==> src/rtl/core_pkg.sv <==
// Shared definitions for the core front end: NOP encoding, IF/ID register layout,
// default IMEM size and the per-cycle fetch action.
package core_pkg;

    localparam logic [31:0] NOP_INSTR          = 32'h0000_0013;
    localparam int          IMEM_DEPTH_DEFAULT = 64;

    typedef struct packed {
        logic        valid;
        logic [31:0] pc;
        logic [31:0] pc4;
        logic [31:0] instr;
    } if_id_t;

    // What the fetch stage does this cycle, after reset has been ruled out.
    typedef enum logic [1:0] {
        ACT_NORMAL   = 2'd0,
        ACT_STALL    = 2'd1,
        ACT_OOB      = 2'd2,
        ACT_REDIRECT = 2'd3
    } fetch_act_e;

    localparam if_id_t IF_ID_BUBBLE = '{valid: 1'b0, pc: 32'h0, pc4: 32'h0, instr: NOP_INSTR};

    function automatic fetch_act_e fetch_action(input logic redirect, input logic stall,
                                                input logic oob);
        if (redirect)   return ACT_REDIRECT;
        else if (stall) return ACT_STALL;
        else if (oob)   return ACT_OOB;
        else            return ACT_NORMAL;
    endfunction

endpackage

==> src/rtl/fetch_perf_counters.sv <==
// Fetch-stage event counters: normal-path captures and inserted bubbles.
// Only instantiated when FETCH_PERF_EN is defined.
module fetch_perf_counters (
    input  logic        clk,
    input  logic        reset,
    input  logic        fetched_inc,
    input  logic        bubble_inc,
    output logic [31:0] perf_fetched_o,
    output logic [31:0] perf_bubbles_o
);

    logic [31:0] fetched_q;
    logic [31:0] bubbles_q;

    // Both counters wrap freely; a stall raises neither increment so they hold.
    always_ff @(posedge clk) begin
        if (reset) begin
            fetched_q <= 32'h0;
            bubbles_q <= 32'h0;
        end else begin
            if (fetched_inc) fetched_q <= fetched_q + 32'd1;
            if (bubble_inc)  bubbles_q <= bubbles_q + 32'd1;
        end
    end

    assign perf_fetched_o = fetched_q;
    assign perf_bubbles_o = bubbles_q;

endmodule

==> src/rtl/fetch_stage.sv <==
// Instruction fetch: PC register, combinational IMEM address, IF/ID capture with
// stall, redirect and out-of-range handling. FETCH_PERF_EN adds event counters.
module fetch_stage
    import core_pkg::*;
#(
    parameter logic [31:0] RESET_PC   = 32'h0000_0000,
    parameter int          IMEM_DEPTH = IMEM_DEPTH_DEFAULT
) (
    input  logic        clk,
    input  logic        reset,
    input  logic        stall_i,
    input  logic        redirect_i,
    input  logic [31:0] redirect_pc_i,
    output logic [31:0] imem_pc_o,
    input  logic [31:0] imem_instr_i,
    output logic        if_id_valid_o,
    output logic [31:0] if_id_pc_o,
    output logic [31:0] if_id_pc4_o,
    output logic [31:0] if_id_instr_o,
    output logic        oob_o,
    output logic        misalign_o
`ifdef FETCH_PERF_EN
    ,
    output logic [31:0] perf_fetched_o,
    output logic [31:0] perf_bubbles_o
`endif
);

    // Only the word index is stored, so PC bits [1:0] are zero by construction.
    logic [29:0] pc_q, pc_d;
    if_id_t      if_id_q, if_id_d;
    logic        misalign_q, misalign_d;
    logic        oob;
    logic [31:0] pc_byte;
    fetch_act_e  act;

    assign pc_byte = {pc_q, 2'b00};
    assign oob     = (pc_q >= 30'(IMEM_DEPTH));
    assign act     = fetch_action(redirect_i, stall_i, oob);

    always_comb begin
        pc_d       = pc_q;
        if_id_d    = if_id_q;
        misalign_d = misalign_q;
        case (act)
            ACT_REDIRECT: begin
                pc_d    = redirect_pc_i[31:2];
                if_id_d = IF_ID_BUBBLE;
                if (redirect_pc_i[1:0] != 2'b00) misalign_d = 1'b1;
            end
            ACT_STALL: ;
            // Out of range: spin on the same PC until a redirect rescues it.
            ACT_OOB: if_id_d = IF_ID_BUBBLE;
            default: begin
                pc_d          = pc_q + 30'd1;
                if_id_d.valid = 1'b1;
                if_id_d.pc    = pc_byte;
                if_id_d.pc4   = pc_byte + 32'd4;
                if_id_d.instr = imem_instr_i;
            end
        endcase
    end

    always_ff @(posedge clk) begin
        if (reset) begin
            pc_q       <= RESET_PC[31:2];
            if_id_q    <= IF_ID_BUBBLE;
            misalign_q <= 1'b0;
        end else begin
            pc_q       <= pc_d;
            if_id_q    <= if_id_d;
            misalign_q <= misalign_d;
        end
    end

    assign imem_pc_o     = pc_byte;
    assign if_id_valid_o = if_id_q.valid;
    assign if_id_pc_o    = if_id_q.pc;
    assign if_id_pc4_o   = if_id_q.pc4;
    assign if_id_instr_o = if_id_q.instr;
    assign oob_o         = oob;
    assign misalign_o    = misalign_q;

`ifdef FETCH_PERF_EN
    logic fetched_inc;
    logic bubble_inc;

    assign fetched_inc = (act == ACT_NORMAL);
    assign bubble_inc  = (act == ACT_REDIRECT) || (act == ACT_OOB);

    fetch_perf_counters u_perf (
        .clk            (clk),
        .reset          (reset),
        .fetched_inc    (fetched_inc),
        .bubble_inc     (bubble_inc),
        .perf_fetched_o (perf_fetched_o),
        .perf_bubbles_o (perf_bubbles_o)
    );
`endif

endmodule

==> config.mk <==
export PLATFORM = sky130hd
export DESIGN_NAME = fetch_stage
export DESIGN_NICKNAME = d
export VERILOG_FILES = /design/src/rtl/core_pkg.sv /design/src/rtl/fetch_perf_counters.sv /design/src/rtl/fetch_stage.sv
export SDC_FILE = /design/constraint.sdc
export NUM_CORES = 1
export LEC_CHECK = 0
export CAP_MARGIN = 20
export CORE_MARGIN = 2
export CORE_UTILIZATION = 40
export DETAILED_ROUTE_END_ITERATION = 6
export DONT_BUFFER_PORTS = 1
export SLEW_MARGIN = 10
export SYNTH_ARGS = -nofsm -noshare
export SYNTH_HDL_FRONTEND = slang
export SYNTH_HIERARCHICAL = 1
export SYNTH_SLANG_ARGS = --single-unit
==> constraint.sdc <==
create_clock -name clk -period 5.3 [get_ports clk]
set_input_delay 0.795 -clock clk [delete_from_list [all_inputs] [get_ports clk]]
set_output_delay 0.795 -clock clk [all_outputs]
set_load 0.03 [all_outputs]
==> results of run 1 <==
[power groups by stage]
| stage | logic (W) | registers, W | clock network, W |
|---|---|---|---|
| finish | 0.0000950 | 0.000999 | 0.00122 |
| global route | 0.000104 | 0.00100 | 0.00129 |
| CTS | 0.0000942 | 0.000999 | 0.00125 |
| detailed placement | 0.0000939 | 0.00102 | 0 |
| global placement | 0.0000902 | 0.00102 | 0 |
| floorplan | 0.0000923 | 0.00101 | 0 |
[worst paths after layout]
kind	slack, ns	cells past startpoint	startpoint	endpoint
worst max register to register	2.86	5	pc_q[13]$_SDFFE_PP0N_	if_id_pc4_o[8]$_SDFFE_PP0P_
worst min register to register	0.60	2	if_id_instr_o[30]$_SDFFE_PP0P_	if_id_instr_o[30]$_SDFFE_PP0P_
worst min-delay path	0.35	1	reset	pc_q[9]$_SDFFE_PP0N_
worst max-delay path	1.96	4	pc_q[13]$_SDFFE_PP0N_	oob_o
[cells by family after synthesis]
| family | count (synthesis) | synth area share |
|---|---|---|
| AND/OR/NAND/NOR | 192 | 0.232 |
| flip-flops | 124 | 0.563 |
| AO/OA/AOI/OAI | 64 | 0.0831 |
| buffers and inverters | 56 | 0.0533 |
| multiplexers | 23 | 0.0522 |
| XOR/XNOR | 5 | 0.00993 |
| adder cells (fa/ha/maj) | 2 | 0.00567 |
| other | 1 | 0.000850 |
[sequential cells by signal (all words and copies together), names as in the netlist]
| signal | cells |
|---|---|
| if_id_instr_o | 32 |
| if_id_pc4_o | 30 |
| if_id_pc_o | 30 |
| pc_q | 30 |
| if_id_valid_o | 1 |
| misalign_o | 1 |
[Yosys cell counts, types with 3 or more instances]
library cell	number	area share
buf_4	6	0.010
o21ai_1	4	0.0045
nor4b_1	3	0.0060
mux2i_1	23	0.052
nand2_1	43	0.037
xnor2_1	3	0.0060
nand3_1	4	0.0045
inv_1	7	0.0060
nor4_1	4	0.0057
nor2_1	35	0.030
nand4_1	42	0.060
a31oi_1	5	0.0071
a21oi_1	40	0.045
clkbuf_1	36	0.031
and3_1	50	0.071
buf_1	3	0.0026
dfxtp_1	124	0.56
[routing by layer]
metal  vias to the layer above  global-route usage  wire length, um
li1                       1606                   -                -
met3                        17              0.0986             1070
met2                       147               0.303             5450
met1                      1561               0.222             4590
met5                         -                   0                0
met4                         0              0.0723              212
[through the flow]
stage                     instance area, um^2  worst slack, ns
after floorplan                          4430             2.78
after global placement                   4440             2.56
after detailed placement                 4470             2.54
after CTS                                5100             1.98
after global routing                     5100             1.86
final                                    5100             1.96
[cell type report]
cell class,instances,area share
multi-input combinational,292,0.339
sequential,124,0.487
tap,140,0.0343
inverter,9,0.00662
clock buffer,20,0.0854
clock inverter,12,0.0380
timing repair buffer,4,0.00981
==> flow_summary.toml, run 1 <==
[sta]
slew_viol_final = 0
grt_setup_unrepaired = "false"
tightestPinTransition_ns = 1.01
fmaxAchievable_ghz = 0.299
fin_tns_setup_ns = 0
setup_viol = 0
finalHoldViolations = 0
finalClockSkew_ns = 0.00686
relSlewSlack = 0.324
period_minus_slack_ns = 3.34
hold_ws_ns = 0.348
fin_crit_sh = 0.630

[power_and_ir_drop]
p_sw_frac = 0.223
finalPower_w = 0.00231
combPwrFrac = 0.041
leakage_nw = 2.02
power_density_nw_per_um2 = 454
power_switching_w = 0.000515
power.internal_w = 0.00180
ir_drop_mv = 0.257
p_clk_frac = 0.528
seq_power_share = 0.431

[routing]
drt_iter0_markers = 291
drtPass1Iterations = 4
vias_per_cell = 5.54
ant_nets = 0
wire_per_inst_um = 18.8
drc = 0
routed_wl_um = 11300
num_vias = 3331

[layout]
multiInputGateArea_um2 = 1730
most-common-layout-cells = "124 x dfxtp_1, 50 x and3_1, 43 x nand2_1, 42 x nand4_1, 40 x a21oi_1"
nets = 518
syn_to_final_growth_pct = 15.6
final_core_util = 0.473
fill_cells = 1002
instances_no_fill = 601
final_layout_size_suffix_gt1_frac = 0.0846
final_common_cell = "dfxtp_1"
n_antenna_cell = 0
ff_latch_area_um2 = 2480

[worst_setup_path]
cp-end-kind = "output port"
path_class = "register to output port"
path_cells = "nor4_1, and4_2, buf_4, nand2_1"
path_buf_inv = 1
cpPeakStageDelay_ns = 0.49
cpLargestDelayFamily = "simple AND/OR/NAND/NOR gates"
startpoint_type = "register"
cp_data_arrival_time_ns = 2.55
crit_path_max_fanout = 49
cpMaxStageDelayCell = "nor4_1"
crit_required_ns = 4.51

[die]
ios = 199
rows = 38
die_area_um2 = 11900
core_area_um2 = 10800
die_x_um = 109
initial_utilization = 0.409
die_h_um = 109

[synth]
ys_types = 41
ys_seq_area_frac = 0.563
syn_inst = 467
ys_ff_latch = 124
postSynth.asyncResetShare = 0
synth_flop_cell = "dfxtp_1"
ys_warn_count = 6
syn_area_per_cell_um2 = 9.45
synth_enable_flop_cells = 0
synth_area_um2 = 4410

[place]
port_buffers = 0
dp_hpwl_um = 7520
finalWeightedCongestion = 0.785
placed_cells_incl_taps = 569

[clock_tree]
cts_buffers = 17
cts_max_path_buffers = 2
clock_sinks = 124
cts_hold_buf = 0
clk_pin_slew_ns = 0.06
cts-htree-levels = 4
clk_latency_ns = 0.51
clockRootBuffer = "clkbuf_8"
cts-resized-gates = 0
post_cts_buffers = 0
cts_tree = "yes"

[grt]
track_usage = 0.192
grt_max_degree = 98
grt_overflow_total = 0
grt_pass1_vias = 3161
antenna_found_initial = 0
grt_pass1_wl_um = 17300

[hold_path]
holdCritPathClass = "primary input to register"

[status]
status = "finished clean"

[job]
drv_cap = 0
Note: power is estimated with default switching activity, not from simulation.
==> run 2: changes to the inputs <==
==> constraint.sdc (replaced) <==
create_clock -name clk -period 2.9 [get_ports clk]
set_input_delay 0.435 -clock clk [delete_from_list [all_inputs] [get_ports clk]]
set_output_delay 0.435 -clock clk [all_outputs]
set_load 0.03 [all_outputs]
==> run 2 against run 1 <==
  * Clock skew increased by 0.0010 ns
  * Hold slack got worse by 0.28 ns
  * Clock-buffer cell count decreased by 1
  * Power increased by 75%
  * Combinational power increased by 100%
  * Sequential share of layout area increased by 0.18 points
  * First-iteration DRC count increased by 23%
  * Largest power group unchanged
  * Non-clock buffer count increased by 6
  * Largest cell class unchanged
  * Sequential cell count unchanged
  * Clock power increased by 68%
==> flow_summary.toml, run 2 (same netlist as run 1, synthesis figures left out) <==
[worst_setup_path]
path_class = "register to output port"
startpoint_type = "register"
crit_required_ns = 2.47
cpLargestDelayFamily = "simple AND/OR/NAND/NOR gates"
reg2reg_to = "pc_q[5]$_SDFFE_PP0N_"
path_cells = "nor4_1, and4_2, nand2_1, buf_4"
cp_data_arrival_time_ns = 2.14
cpMaxStageDelayCell = "nor4_1"
path_buf_inv = 1
cp-end-kind = "output port"
crit-reg2reg-launch = "pc_q[29]$_SDFFE_PP0N_"
reg2reg_slack_ns = 0.71
cpPeakStageDelay_ns = 0.52
crit_path_max_fanout = 3
r2r_cells = 4

[die]
rows = 38
initial_utilization = 0.409
die_h_um = 109
die_x_um = 109
die_area_um2 = 11900
core_area_um2 = 10800
ios = 199

[sta]
period_minus_slack_ns = 2.57
fmaxAchievable_ghz = 0.389
grt_setup_unrepaired = "false"
fin_tns_setup_ns = 0
finalHoldViolations = 0
fin_crit_sh = 0.887
relSlewSlack = 0.368
slew_viol_final = 0
finalClockSkew_ns = 0.00787
setup_viol = 0
tightestPinTransition_ns = 0.946

[layout]
largest_reg_flops = 32
syn_to_final_growth_pct = 15.2
fill_cells = 996
nets = 524
instances_no_fill = 607
design_area_um2 = 5080
most-common-layout-cells = "124 x dfxtp_1, 50 x and3_1, 43 x nand2_1, 42 x nand4_1, 40 x a21oi_1"
final_layout_size_suffix_gt1_frac = 0.0985
final_common_cell = "dfxtp_1"
n_antenna_cell = 0

[power_and_ir_drop]
finalPower_w = 0.00405
ir_drop_mv = 0.469
leakage_nw = 2.02
power_density_nw_per_um2 = 798

[clock_tree]
clockRootBuffer = "clkbuf_8"
cts_max_path_buffers = 2
clock_sinks = 124
cts_tree = "yes"
post_cts_buffers = 0
cts-htree-levels = 4
clk_pin_slew_ns = 0.06
cts_buffers = 17
clk_latency_ns = 0.52

[grt]
track_usage = 0.189
grt_pass1_wl_um = 16900
grt_pass1_vias = 3109
grtUsageMet3 = 0.0986
grt_overflow_total = 0
top_usage_layer = "met2"
grt_max_degree = 98
antenna_found_initial = 0
grt_util_met2 = 0.296
gr-usage-met1 = 0.217

[hold_path]
hp-start = "redirect_i"
min_path_cells = 1
hold-path-endpoint = "pc_q[1]$_SDFFE_PP0N_"
holdCritPathClass = "primary input to register"

[place]
place_area_um2 = 4490
finalWeightedCongestion = 0.727
port_buffers = 0
placed_cells_incl_taps = 574
dp_hpwl_um = 7470

[routing]
vias_per_cell = 5.51
drt_iter0_markers = 357
wire_per_inst_um = 18.5
ant_nets = 0
drc = 0
num_vias = 3346
drtPass1Iterations = 4
routed_wl_um = 11200

[job]
drv_cap = 0

[status]
status = "finished clean"
[run 2: report_power, final]
part / internal, W / total (W) / leakage, nW / switching (W)
sequential: 0.00173 / 0.00182 / 1.01 / 0.0000834
combinational: 0.0000598 / 0.000192 / 0.734 / 0.000132
clock: 0.00127 / 0.00205 / 0.281 / 0.000775
[run 2: worst max path at each step]
stage                                     start              endpoint  slack (ns)  cells after the start
after floorplan            pc_q[6]$_SDFFE_PP0N_                 oob_o        0.74                      4
after global placement    pc_q[29]$_SDFFE_PP0N_  pc_q[5]$_SDFFE_PP0N_        0.77                      4
after detailed placement  pc_q[29]$_SDFFE_PP0N_  pc_q[5]$_SDFFE_PP0N_        0.73                      4
after CTS                 pc_q[13]$_SDFFE_PP0N_                 oob_o        0.24                      4
after global routing      pc_q[13]$_SDFFE_PP0N_                 oob_o        0.23                      4
final                     pc_q[13]$_SDFFE_PP0N_                 oob_o        0.33                      4
[run 2: cell type report]
cell class	count	area [um^2]	share of cell area
Sequential cell	124	2480	0.488
Multi-Input combinational cell	292	1730	0.340
Clock buffer	19	442	0.0869
Tap cell	140	175	0.0345
Clock inverter	13	141	0.0278
Timing Repair Buffer	10	77.6	0.0153
Inverter	9	33.8	0.00665
[run 2: what timing repair did]
action / in CTS / in global routing
endpoints found under the hold margin: 27 / 0
resized for setup: 0 / 0
hold buffers: 1 / 0
[run 2: metrics by stage]
| stage | hold WS (ns) | setup WS, ns | utilization |
|---|---|---|---|
| detailed placement | 0.513 | 0.725 | 0.416 |
| CTS | 0.0102 | 0.239 | 0.471 |
| floorplan | 0.571 | 0.738 | - |
| global placement | 0.512 | 0.774 | 0.416 |
| finish | 0.0649 | 0.329 | 0.471 |
| global route | 0.0234 | 0.233 | 0.471 |
[run 2: layer usage]
metal / routed length, um / vias to the layer above
met4: 247 / 0
met5: 0 / -
met1: 4510 / 1552
met3: 1110 / 23
met2: 5380 / 148
li1: - / 1623
==> run 3: changes to the inputs <==
--- a/config.mk
+++ b/config.mk
@@ -6,8 +6,9 @@
 export NUM_CORES = 1
 export LEC_CHECK = 0
 export CAP_MARGIN = 20
-export CORE_MARGIN = 2
+export CORE_MARGIN = 5
 export CORE_UTILIZATION = 40
+export CTS_CLUSTER_DIAMETER = 150
 export DETAILED_ROUTE_END_ITERATION = 6
 export DONT_BUFFER_PORTS = 1
 export SLEW_MARGIN = 10
==> constraint.sdc (replaced) <==
create_clock -name clk -period 3.2 [get_ports clk]
set_input_delay 0.48 -clock clk [delete_from_list [all_inputs] [get_ports clk]]
set_output_delay 0.48 -clock clk [all_outputs]
set_load 0.03 [all_outputs]
==> run 3 against run 2 <==
  * Final cell count shrank 0.49%
  * Combinational power decreased by 19%
  * Die area rose by 11%
  * Largest cell class unchanged
  * Hold slack worse by 0.030 ns
  * Non-clock buffer count fell by 3
  * Utilization down 0.68 points
  * Sequential share of layout area grew 0.50 points
  * Via count down 2.5%
  * Clock skew is 0.0024 ns lower
  * Power fell by 12%
  * Critical path depth unchanged
  * Routed wire length grew 1.7%
==> flow_summary.toml, run 3 (same netlist as run 1, synthesis figures left out) <==
[status]
status = "finished clean"

[sta]
tightestPinTransition_ns = 0.704
finalClockSkew_ns = 0.00549
relSlewSlack = 0.530
grt_setup_unrepaired = "false"
slew_viol_final = 0
fin_tns_setup_ns = 0
finalHoldViolations = 0
fin_crit_sh = 0.797
fmaxAchievable_ghz = 0.392
setup_viol = 0
period_minus_slack_ns = 2.55

[layout]
instances_no_fill = 604
n_antenna_cell = 0
nets = 521
final_core_util = 0.464
design_area_um2 = 5030
final_common_cell = "dfxtp_1"
syn_to_final_growth_pct = 14.0
fill_cells = 996
largest_reg_flops = 32
most-common-layout-cells = "124 x dfxtp_1, 50 x and3_1, 43 x nand2_1, 42 x nand4_1, 40 x a21oi_1"
final_layout_size_suffix_gt1_frac = 0.0927

[grt]
antenna_found_initial = 0
grt_pass1_wl_um = 17100
grt_overflow_total = 0
grt_pass1_vias = 3049
grt_max_degree = 98
track_usage = 0.169

[job]
drv_cap = 0

[die]
initial_utilization = 0.407
die_x_um = 115
rows = 38
core_area_um2 = 10800
die_h_um = 115
ios = 199
die_area_um2 = 13200

[clock_tree]
cts-resized-gates = 0
cts_buffers = 17
clk_latency_ns = 0.51
post_cts_buffers = 0
cts-htree-levels = 4
cts_tree = "yes"
clockRootBuffer = "clkbuf_8"
cts_max_path_buffers = 2
clock_sinks = 124
cts_hold_buf = 0
clk_pin_slew_ns = 0.06

[place]
place_area_um2 = 4460
dp_hpwl_um = 7790
placed_cells_incl_taps = 571
port_buffers = 0
finalWeightedCongestion = 0.750

[power_and_ir_drop]
p_sw_frac = 0.246
p_clk_frac = 0.493
power.internal_w = 0.00269
power_switching_w = 0.000877
ir_drop_mv = 0.454
power_density_nw_per_um2 = 709
combPwrFrac = 0.044
seq_power_share = 0.464
leakage_nw = 1.99

[hold_path]
holdCritPathClass = "primary input to register"

[worst_setup_path]
path_class = "register to output port"
path_cells = "or4_1, nor2_4, nand2_1, buf_4"
startpoint_type = "register"
crit_path_max_fanout = 3
cpPeakStageDelay_ns = 0.67
cpMaxStageDelayCell = "or4_1"
cp-end-kind = "output port"
cp_data_arrival_time_ns = 2.07
crit_required_ns = 2.72

[routing]
drt_iter0_markers = 270
drtPass1Iterations = 4
wire_per_inst_um = 18.9
drc = 0
ant_nets = 0
routed_wl_um = 11400
vias_per_cell = 5.40
num_vias = 3264
## run 3: cell type report
cell class / count / area [um^2] / area share
well taps: 140 / 175 / 0.0348
clock buffers: 19 / 442 / 0.0878
inverters: 9 / 33.8 / 0.00671
flip-flops and latches: 124 / 2480 / 0.493
clock inverters: 13 / 118 / 0.0234
multi-input cells: 292 / 1730 / 0.343
repair buffers: 7 / 55.1 / 0.0109
## run 3: critical path: cells and delay by family (launching register included)
family        cells  cell delay, ns
buf+inv           1            0.21
flops             1            0.42
simple gates      3            0.94
## run 3: final timing paths
kind / start / end / slack [ns] / cells after the start
worst min-delay path: reset / pc_q[8]$_SDFFE_PP0N_ / 0.03 / 1
worst max-delay path: pc_q[29]$_SDFFE_PP0N_ / oob_o / 0.65 / 4
worst max register to register: pc_q[6]$_SDFFE_PP0N_ / pc_q[5]$_SDFFE_PP0N_ / 1.01 / 4
worst min register to register: if_id_instr_o[28]$_SDFFE_PP0P_ / if_id_instr_o[28]$_SDFFE_PP0P_ / 0.60 / 2
## run 3: routing by layer
| metal | routed length, um | vias up | track usage | part of all wire |
|---|---|---|---|---|
| met2 | 5500 | 160 | 0.260 | 0.48 |
| li1 | - | 1611 | - | - |
| met1 | 4470 | 1481 | 0.200 | 0.39 |
| met5 | 0 | - | 0 | 0 |
| met3 | 1270 | 12 | 0.0847 | 0.11 |
| met4 | 193 | 0 | 0.0728 | 0.017 |
## run 3: per-stage QoR
stage               setup slack [ns]  power [W]  hold slack [ns]
finish                         0.651    0.00357           0.0346
global route                   0.522    0.00372         0.000731
CTS                            0.577    0.00362          0.00121
detailed placement             0.994    0.00184            0.556
global placement                1.05    0.00184            0.556
floorplan                      0.993    0.00183            0.571
## run 3: power by group through the flow
stage	clock network [W]	registers, W	logic (W)
after floorplan	0	0.00167	0.000153
after global placement	0	0.00169	0.000150
after detailed placement	0	0.00169	0.000153
after CTS	0.00181	0.00166	0.000154
after global routing	0.00189	0.00166	0.000174
final	0.00176	0.00165	0.000156
